`src/rtl/lut_fn_pkg.sv`:
```
// Shared types and constants for the reloadable LUT function engine.
package lut_fn_pkg;

    typedef enum logic [1:0] {
        IDLE  = 2'd0,
        LOAD  = 2'd1,
        SWEEP = 2'd2
    } state_t;

    localparam logic [15:0] LUT_FN_INIT4 = 16'h831B;

endpackage

```
`src/rtl/lut_fn_shadow.sv`:
```
// Shadow truth-table register written one bit at a time during a reload.
// Latency: write visible the cycle after we; no backpressure.
module lut_fn_shadow #(
    parameter int N = 4
) (
    input  logic                clk,
    input  logic                rst,
    input  logic [N-1:0]        idx,
    input  logic                din,
    input  logic                we,
    output logic [(1<<N)-1:0]   shadow
);

    always_ff @(posedge clk) begin
        if (rst) begin
            shadow <= '0;
        end else if (we) begin
            shadow[idx] <= din;
        end
    end

endmodule

```
`src/rtl/lut_fn_engine.sv`:
```
// Programmable N-input Boolean function: registered eval, glitch-free serial reload, minterm sweep.
// Latency: eval 1 cycle, sweep DEPTH+1 cycles; in_ready drops while loading or sweeping.
module lut_fn_engine
    import lut_fn_pkg::*;
#(
    parameter int                N    = 4,
    parameter logic [(1<<N)-1:0] INIT = LUT_FN_INIT4
) (
    input  logic         clk,
    input  logic         rst,
    input  logic         in_valid,
    input  logic [N-1:0] in_a,
    output logic         in_ready,
    output logic         z,
    output logic         z_valid,
    input  logic         ld_start,
    input  logic         ld_valid,
    input  logic         ld_bit,
    input  logic         sweep_start,
    output logic         busy,
    output logic [N:0]   ones_cnt,
    output logic         cnt_valid
);

    localparam int         DEPTH       = 1 << N;
    localparam logic [N:0] IDX_ONE     = {{N{1'b0}}, 1'b1};
    localparam logic [N:0] IDX_LAST_LD = {1'b0, {N{1'b1}}};
    localparam logic [N:0] IDX_DONE    = {1'b1, {N{1'b0}}};

    state_t             state;
    logic [N:0]         idx;
    logic [N:0]         acc;
    logic [DEPTH-1:0]   table_q;
    logic [DEPTH-1:0]   shadow_vec;
    logic [DEPTH-1:0]   commit_vec;
    logic               shadow_we;

    assign busy      = (state != IDLE);
    assign in_ready  = ~busy;
    assign shadow_we = (state == LOAD) && ld_valid;

    lut_fn_shadow #(.N(N)) u_shadow (
        .clk    (clk),
        .rst    (rst),
        .idx    (idx[N-1:0]),
        .din    (ld_bit),
        .we     (shadow_we),
        .shadow (shadow_vec)
    );

    // The final bit is merged here so the whole new table lands on one edge.
    always_comb begin
        commit_vec            = shadow_vec;
        commit_vec[DEPTH-1]   = ld_bit;
    end

    always_ff @(posedge clk) begin
        if (rst) begin
            state     <= IDLE;
            idx       <= '0;
            acc       <= '0;
            table_q   <= INIT;
            z         <= 1'b0;
            z_valid   <= 1'b0;
            ones_cnt  <= '0;
            cnt_valid <= 1'b0;
        end else begin
            z_valid   <= 1'b0;
            cnt_valid <= 1'b0;
            case (state)
                IDLE: begin
                    if (in_valid) begin
                        z       <= table_q[in_a];
                        z_valid <= 1'b1;
                    end
                    if (ld_start) begin
                        state <= LOAD;
                        idx   <= '0;
                    end else if (sweep_start) begin
                        state <= SWEEP;
                        idx   <= '0;
                        acc   <= '0;
                    end
                end
                LOAD: begin
                    if (ld_valid) begin
                        if (idx == IDX_LAST_LD) begin
                            table_q <= commit_vec;
                            idx     <= '0;
                            state   <= IDLE;
                        end else begin
                            idx <= idx + IDX_ONE;
                        end
                    end
                end
                SWEEP: begin
                    if (idx == IDX_DONE) begin
                        ones_cnt  <= acc;
                        cnt_valid <= 1'b1;
                        state     <= IDLE;
                    end else begin
                        acc <= acc + {{N{1'b0}}, table_q[idx[N-1:0]]};
                        idx <= idx + IDX_ONE;
                    end
                end
                default: state <= IDLE;
            endcase
        end
    end

endmodule
```
`config.mk`:
```
export PLATFORM = sky130hd
export DESIGN_NAME = lut_fn_engine
export DESIGN_NICKNAME = d
export VERILOG_FILES = /design/src/rtl/lut_fn_pkg.sv /design/src/rtl/lut_fn_shadow.sv /design/src/rtl/lut_fn_engine.sv
export SDC_FILE = /design/constraint.sdc
export NUM_CORES = 1
export LEC_CHECK = 0
export BUFFER_PORTS_ARGS = -buffer_cell sky130_fd_sc_hd__buf_4
export CAP_MARGIN = 20
export CELL_PAD_IN_SITES_DETAIL_PLACEMENT = 1
export CELL_PAD_IN_SITES_GLOBAL_PLACEMENT = 2
export CORE_MARGIN = 2
export CORE_UTILIZATION = 33
export CTS_CLUSTER_SIZE = 40
export DETAILED_ROUTE_END_ITERATION = 7
export GPL_TIMING_DRIVEN = 0
export PLACE_DENSITY = 0.78
export SLEW_MARGIN = 20
export SYNTH_ARGS = -nofsm -noshare
export SYNTH_HDL_FRONTEND = slang
export SYNTH_SLANG_ARGS = --single-unit
```
`constraint.sdc`:
```
create_clock -name clk -period 2.1 [get_ports clk]
set_input_delay 0.42 -clock clk [delete_from_list [all_inputs] [get_ports clk]]
set_output_delay 0.42 -clock clk [all_outputs]
set_load 0.01 [all_outputs]
```
==> results of run 1 <==
[worst max path at each step]
stage | start | to | cells after the start
2_1_floorplan | idx[0] | acc[2] | 7
3_5_place_dp | idx[1] | table_q[10] | 9
3_3_place_gp | idx[1] | table_q[10] | 9
5_1_grt | idx[0] | acc[2] | 7
6_report | idx[0] | acc[2] | 7
4_1_cts | idx[0] | acc[2] | 7
[per-stage QoR]
step	hold WS [ns]	utilization, %
5_1_grt	0.3493	40.27
3_5_place_dp	0.4484	37.55
3_3_place_gp	0.4448	37.55
4_1_cts	0.3402	39.23
6_report	0.3401	40.27
2_1_floorplan	0.4284	-
[worst reg2reg max path, stage by stage, from the launching register on]
cell and delay (ns):
dfxtp_2 0.35, buf_6 0.13, mux4_2 0.50, mux4_2 0.53, ha_4 0.20, ha_4 0.16
and3_4 0.16, o21a_1 0.16
[cell usage in the layout, fill, tap and decap left out, types with 2 or more instances in the layout]
| master | n |
|---|---|
| nand2_1 | 56 |
| clkbuf_1 | 7 |
| a21oi_1 | 31 |
| or3_1 | 4 |
| nor3_1 | 6 |
| and3_4 | 2 |
| mux2i_1 | 8 |
| ha_1 | 8 |
| nand3_2 | 3 |
| buf_2 | 2 |
| buf_4 | 25 |
| inv_1 | 10 |
| nand3_1 | 13 |
| ha_4 | 2 |
| ha_2 | 2 |
| o21ai_0 | 17 |
| buf_6 | 4 |
| nand2b_1 | 5 |
| dfxtp_1 | 49 |
| mux4_2 | 8 |
| nor2_1 | 20 |
| nand3b_1 | 11 |
| nand4b_1 | 2 |
| clkbuf_8 | 5 |
| nand4_1 | 2 |
| dfxtp_2 | 2 |
[cells in the mapped netlist, types with 4 or more instances]
cell type	instances	share of area (%)
inv_1	11	1.6
nand3_1	16	3.1
nor2_1	20	2.9
ha_1	12	5.8
a21oi_1	32	6.2
nand3b_1	11	3.2
mux2i_1	8	3.1
dfxtp_1	51	39
buf_6	4	1.7
nand2b_1	5	1.2
o21ai_0	17	3.3
or3_1	4	0.96
nand2_1	56	8.1
nor3_1	6	1.2
clkbuf_1	9	1.3
mux4_1	4	4.0
mux4_2	4	3.5
[area by class of cell]
type	count	area, sq um	area share, %
Buffer	15	92.59	2.991
Sequential cell	51	1023	33.06
Inverter	11	41.29	1.334
Timing Repair Buffer	25	187.7	6.063
Tap cell	102	127.6	4.123
Multi-Input combinational cell	222	1516	48.99
Clock inverter	2	37.54	1.213
Clock buffer	5	68.82	2.223
[logic make-up (layout without fill, tap and decap cells)]
logic type	Yosys count	count (layout)	share of synthesized area, %
compound gates	62	62	14.20
buf+inv	27	58	5.149
simple gates	131	131	24.59
flops	51	51	39.27
mux	17	17	11.02
fa+ha+maj	12	12	5.775
[state kept, by name (all words and copies together) (netlist names)]
signal,cells
acc,5
cnt_valid,1
idx,5
ones_cnt,5
state,2
table_q,16
u_shadow.shadow,15
z,1
z_valid,1
[power by group through the flow]
| stage | sequential, uW | clock, uW | combinational, uW |
|---|---|---|---|
| 2_1_floorplan | 1020 | 0 | 234 |
| 3_3_place_gp | 1020 | 0 | 356 |
| 3_5_place_dp | 1020 | 0 | 359 |
| 4_1_cts | 1000 | 706 | 368 |
| 5_1_grt | 1000 | 740 | 443 |
| 6_report | 1000 | 689 | 401 |
[layer usage]
metal	global-route usage [%]	wire length (microns)	vias to the layer above
li1	-	-	1112
met3	2.766	191	8
met2	32.43	3609	22
met4	4.412	68	0
met1	21.32	3169	1098
met5	0	0	-
[repair_timing]
action                                  CTS  global route
resized for setup                         5            13
setup buffers                             2             4
hold buffers                              0             0
pin swaps                                 1             2
endpoints found under the setup margin   23            18
cloned                                    0             0
==> run_results.csv, run 1 <==
group,metric,value,unit
pwr,ir_drop,0.2695,mV
logic_synthesis,synth_fp_nets,323,
logic_synthesis,ys_seq_area_share,39.27,%
pwr,combPwrFrac,19.2,%
route,postRouteAntennaNets,0,
global_route,antenna_found_initial,0,
floorplanning,core_area,7687,sq um
route,routed_wl,7038,microns
cells_and_area,drive_gt1_share,20.85,%
worst_setup_path,rrSetupSlack,-0.17,ns
place,placed_cell_area,2887,sq um
job,maxCapViolations,0,
clocking,cts_buffers,5,
worst_hold_path,hold_end,"z",
pwr,switching_power,580.9,uW
global_route,grtUsageTotal,17.64,%
logic_synthesis,synth_area,2600,sq um
worst_setup_path,critPathMaxStageDelay,0.53,ns
place,dp_slack,-0.2996,ns
timing,fin_ws,-0.1666,ns
clocking,clock_latency,0.31,ns
worst_setup_path,worst_path_max_delay_cell,"mux4_2",
logic_synthesis,synth_enable_flop_cells,0,
run_status,outcome,"finished with violations",
timing,tightest_slew,0.6450,ns
cells_and_area,area_growth,19.06,%
logic_synthesis,yosysWarningCount,0,
pwr,p_int,1509,uW
route,vias,2240,
logic_synthesis,synth_seq_cells,51,
floorplanning,die-area,8604,sq um
cells_and_area,n_antenna_cell,0,
logic_synthesis,synth_area_per_cell,8.667,sq um
worst_setup_path,r2r_start,"idx[0]",
clocking,htreeDepth,2,
timing,rsz0062_at_grt,"true",
clocking,clk_pin_slew,0.10,ns
cells_and_area,fillers,931,
worst_setup_path,path_delay_family,"multiplexers",
worst_setup_path,critPathMaxFanout,5,
place,port_buffers,19,
run_status,violations,"setup timing",
pwr,p_leak,0.001093,uW
logic_synthesis,async_flop_share,0,%
floorplanning,start_util,33.82,%
worst_setup_path,cp_data_arrival_time,2.48,ns
timing,setup_viol_count_final,3,
pwr,p_clk_share,32.9,%
global_route,grt_pass1_wl,11730,microns
cells_and_area,fin_cells,433,
cells_and_area,fin_nets,354,
timing,finalHoldViolations,0,
route,vias_per_cell,5.173,
worst_setup_path,worst_r2r_endpoint,"acc[2]",
pwr,power_density,675.1,nW/um^2
clocking,cts_max_path_buffers,2,
route,routedWlPerCell,16.25,microns
worst_setup_path,critPathKind,"flip-flop to flip-flop",
logic_synthesis,ys_types,40,
floorplanning,die_x,92.76,microns
global_route,grt_max_degree,16,
pwr,seqPwrFrac,47.9,%
place,globalplace.congestion,0.7619,
worst_hold_path,holdPathStages,3,
place,post-dp-hpwl,5270,microns
timing,clock-skew-final,0.007551,ns
worst_hold_path,hp-start,"in_a[0]",
clocking,clock_sinks,51,
worst_setup_path,cp-end-kind,"flip-flop",
worst_setup_path,cp.required,2.31,ns
route,first_pass_iters,4,
place,numPlacedInstances,421,
worst_setup_path,worstPathBufferInverterCount,1,
timing,tns,-0.3910,ns
global_route,grt_pass1_vias,2345,
timing,min_period,2.267,ns
timing,slew_violations,0,
timing,slew_headroom,57.00,%
timing,fmax,0.4412,GHz
floorplanning,io_pins,21,
pwr,total_power,2090,uW
worst_setup_path,reg2reg_depth,7,
global_route,grt_overflow,0,
worst_setup_path,cp-start-kind,"flip-flop",
timing,period_share,107.9,%
route,drc_errors,0,
cells_and_area,fin_area,3095,sq um
logic_synthesis,synthFlopType,"dfxtp_1",
clocking,cts_root_buffer,"clkbuf_8",
worst_setup_path,worstPathCellList,"buf_6, mux4_2, mux4_2, ha_4, ha_4, and3_4, o21a_1",
pwr,switching_share,27.80,%
logic_synthesis,synthCells,300,
worst_hold_path,worstHoldPathType,"primary input to flip-flop",
route,drt_iter0_drc,78,
floorplanning,die_height,92.76,microns
clocking,cts_tree,"built",
floorplanning,num_rows,32,
Power figures use the tool's default switching activity.
==> run 2, diff against run 1 <==
--- a/config.mk
+++ b/config.mk
@@ -5,7 +5,7 @@
 export SDC_FILE = /design/constraint.sdc
 export NUM_CORES = 1
 export LEC_CHECK = 0
-export BUFFER_PORTS_ARGS = -buffer_cell sky130_fd_sc_hd__buf_4
+export BUFFER_PORTS_ARGS = -buffer_cell sky130_fd_sc_hd__buf_2
 export CAP_MARGIN = 20
 export CELL_PAD_IN_SITES_DETAIL_PLACEMENT = 1
 export CELL_PAD_IN_SITES_GLOBAL_PLACEMENT = 2
==> run 2 against run 1 <==
Against the previous run:
- the flow still finishes with violations (setup timing)
- routed wire length grew 1.3%
- non-clock buffer count shrank 3
- combinational power shrank 9.5%
- final cell count shrank 0.69%
- sequential share of layout area grew 1.2 points
- first-iteration DRC count grew 9.0%
- hold slack gained 0.010 ns
- global-route usage shrank 0.22 points
- power shrank 6.7%
- clock power shrank 15%
- die area is the same
- critical endpoint unchanged
- largest cell class unchanged
- largest power group unchanged
==> run_results.csv, run 2 (synthesis results as in run 1) <==
group,metric,value,unit
floorplanning,core_area,7687,sq um
floorplanning,io_pins,21,
clocking,clock_latency,0.30,ns
run_status,violations,"setup timing",
cells_and_area,fin_area,2990,sq um
timing,tightest_slew,0.7401,ns
timing,slew_violations,0,
worst_setup_path,worst_path_max_delay_cell,"mux4_2",
worst_setup_path,path_delay_family,"multiplexers",
timing,setup_viol_count_final,3,
global_route,grt_pass1_wl,11650,microns
cells_and_area,layout_commonest_cell,"nand2_1",
job,maxCapViolations,0,
worst_setup_path,cp-start-kind,"flip-flop",
clocking,cts_root_buffer,"clkbuf_8",
cells_and_area,drive_gt1_share,18.90,%
route,drt_iter0_drc,85,
worst_setup_path,critPathKind,"flip-flop to flip-flop",
cells_and_area,top_register,"table_q",
route,vias_per_cell,5.174,
global_route,grt_pass1_vias,2308,
pwr,p_clk_share,30.1,%
cells_and_area,largest_reg_flops,16,
timing,period_share,107.1,%
place,numPlacedInstances,421,
place,globalplace.congestion,0.7435,
pwr,switching_power,562.2,uW
worst_setup_path,critPathMaxStageDelay,0.53,ns
cells_and_area,fillers,931,
timing,min_period,2.250,ns
route,drc_errors,0,
global_route,grt_overflow,0,
route,vias,2225,
timing,slew_headroom,50.66,%
pwr,power_density,651.9,nW/um^2
pwr,switching_share,28.84,%
place,port_buffers,19,
clocking,cts_max_path_buffers,2,
worst_setup_path,worstPathCellList,"buf_6, mux4_2, mux4_2, ha_4, ha_4, and3_4, o21a_1",
timing,finalHoldViolations,0,
clocking,cts_hold_buf,0,
cells_and_area,mostFrequentLayoutCells,"nand2_1, dfxtp_1, a21oi_1",
timing,holdWs,0.3505,ns
global_route,grt_max_degree,15,
worst_setup_path,critPathMaxFanout,5,
run_status,outcome,"finished with violations",
worst_setup_path,cp.required,2.31,ns
cells_and_area,top_regs,"table_q (16), u_shadow.shadow (15)",
place,placed_cell_area,2839,sq um
pwr,total_power,1949,uW
floorplanning,die_x,92.76,microns
cells_and_area,multi_input_area,1503,sq um
cells_and_area,fin_cells,430,
worst_setup_path,cp-end-kind,"flip-flop",
timing,tns,-0.3237,ns
floorplanning,start_util,33.82,%
route,first_pass_iters,4,
worst_setup_path,worstPathBufferInverterCount,1,
worst_hold_path,worstHoldPathType,"primary input to flip-flop",
pwr,p_leak,0.001069,uW
worst_setup_path,cp_data_arrival_time,2.46,ns
timing,clock-skew-final,0.01072,ns
cells_and_area,register_area,1023,sq um
clocking,cts_buffers,5,
floorplanning,die-area,8604,sq um
cells_and_area,fin_nets,351,
timing,fmax,0.4445,GHz
floorplanning,die_height,92.76,microns
route,routed_wl,7131,microns
global_route,grtUsageTotal,17.41,%
pwr,seqPwrFrac,51.3,%
global_route,antenna_found_initial,0,
cells_and_area,n_antenna_cell,0,
clocking,htreeDepth,2,
clocking,clock_sinks,51,
floorplanning,num_rows,32,
clocking,clk_pin_slew,0.10,ns
route,postRouteAntennaNets,0,
pwr,p_int,1387,uW
place,post-dp-hpwl,5289,microns
pwr,combPwrFrac,18.6,%
pwr,ir_drop,0.2313,mV
timing,fin_ws,-0.1498,ns
clocking,cts_tree,"built",
cells_and_area,area_growth,15.01,%
route,routedWlPerCell,16.58,microns
timing,rsz0062_at_grt,"true",
run 2: cell count changes in the layout (fill, tap and decap cells not counted), sizes merged:
| cell | before | now |
|---|---|---|
| buf | 32 | 29 |
| bufinv | 1 | 0 |
| clkbuf | 13 | 14 |
| clkinv | 0 | 1 |
| clkinvlp | 1 | 0 |
run 2: repair_timing:
action | CTS | global route
resized for setup | 4 | 9
endpoints found under the setup margin | 18 | 19
pin swaps | 1 | 3
buffers inserted | 1 | 2
run 2: worst min-delay path: stages:
cell and delay [ns]:
buf_2 0.09, nand3_1 0.06, nand3_1 0.06
run 2: area by class of cell:
cell class | count | area share, %
Sequential cell | 51 | 34.23
Inverter | 11 | 1.381
Tap cell | 102 | 4.268
Multi-Input combinational cell | 222 | 50.25
Clock inverter | 1 | 0.1674
Buffer | 15 | 3.013
Timing Repair Buffer | 22 | 3.933
Clock buffer | 6 | 2.762
run 2: metal layers:
| metal | wire length, microns | up-vias | share of wire, % | global-route usage (%) |
|---|---|---|---|---|
| met5 | 0 | - | 0 | 0 |
| met4 | 99 | 0 | 1.4 | 4.657 |
| met3 | 199 | 8 | 2.8 | 2.766 |
| met2 | 3558 | 30 | 50 | 31.88 |
| met1 | 3273 | 1083 | 46 | 21.03 |
| li1 | - | 1104 | - | - |
run 2: path summary, 6_finish.rpt:
check / start / to / slack [ns] / depth (start not counted)
worst min register to register: u_shadow.shadow[2] / table_q[2] / 0.46 / 2
worst max-delay path: idx[0] / acc[2] / -0.15 / 7
worst min-delay path: in_a[0] / z / 0.35 / 3
worst max register to register: idx[0] / acc[2] / -0.15 / 7
run 2: power by group through the flow:
stage          sequential [uW]  combinational, uW  clock, uW
4_1_cts                    999                353        611
5_1_grt                   1000                406        643
6_report                   999                363        587
2_1_floorplan             1020                234          0
3_3_place_gp              1020                340          0
3_5_place_dp              1020                347          0
run 2: through the flow:
step / setup slack, ns / utilization (%)
CTS: -0.1670 / 38.23
finish: -0.1498 / 38.90
floorplan: -0.08031 / -
global route: -0.1906 / 38.90
global placement: -0.2294 / 36.93
detailed placement: -0.2509 / 36.93
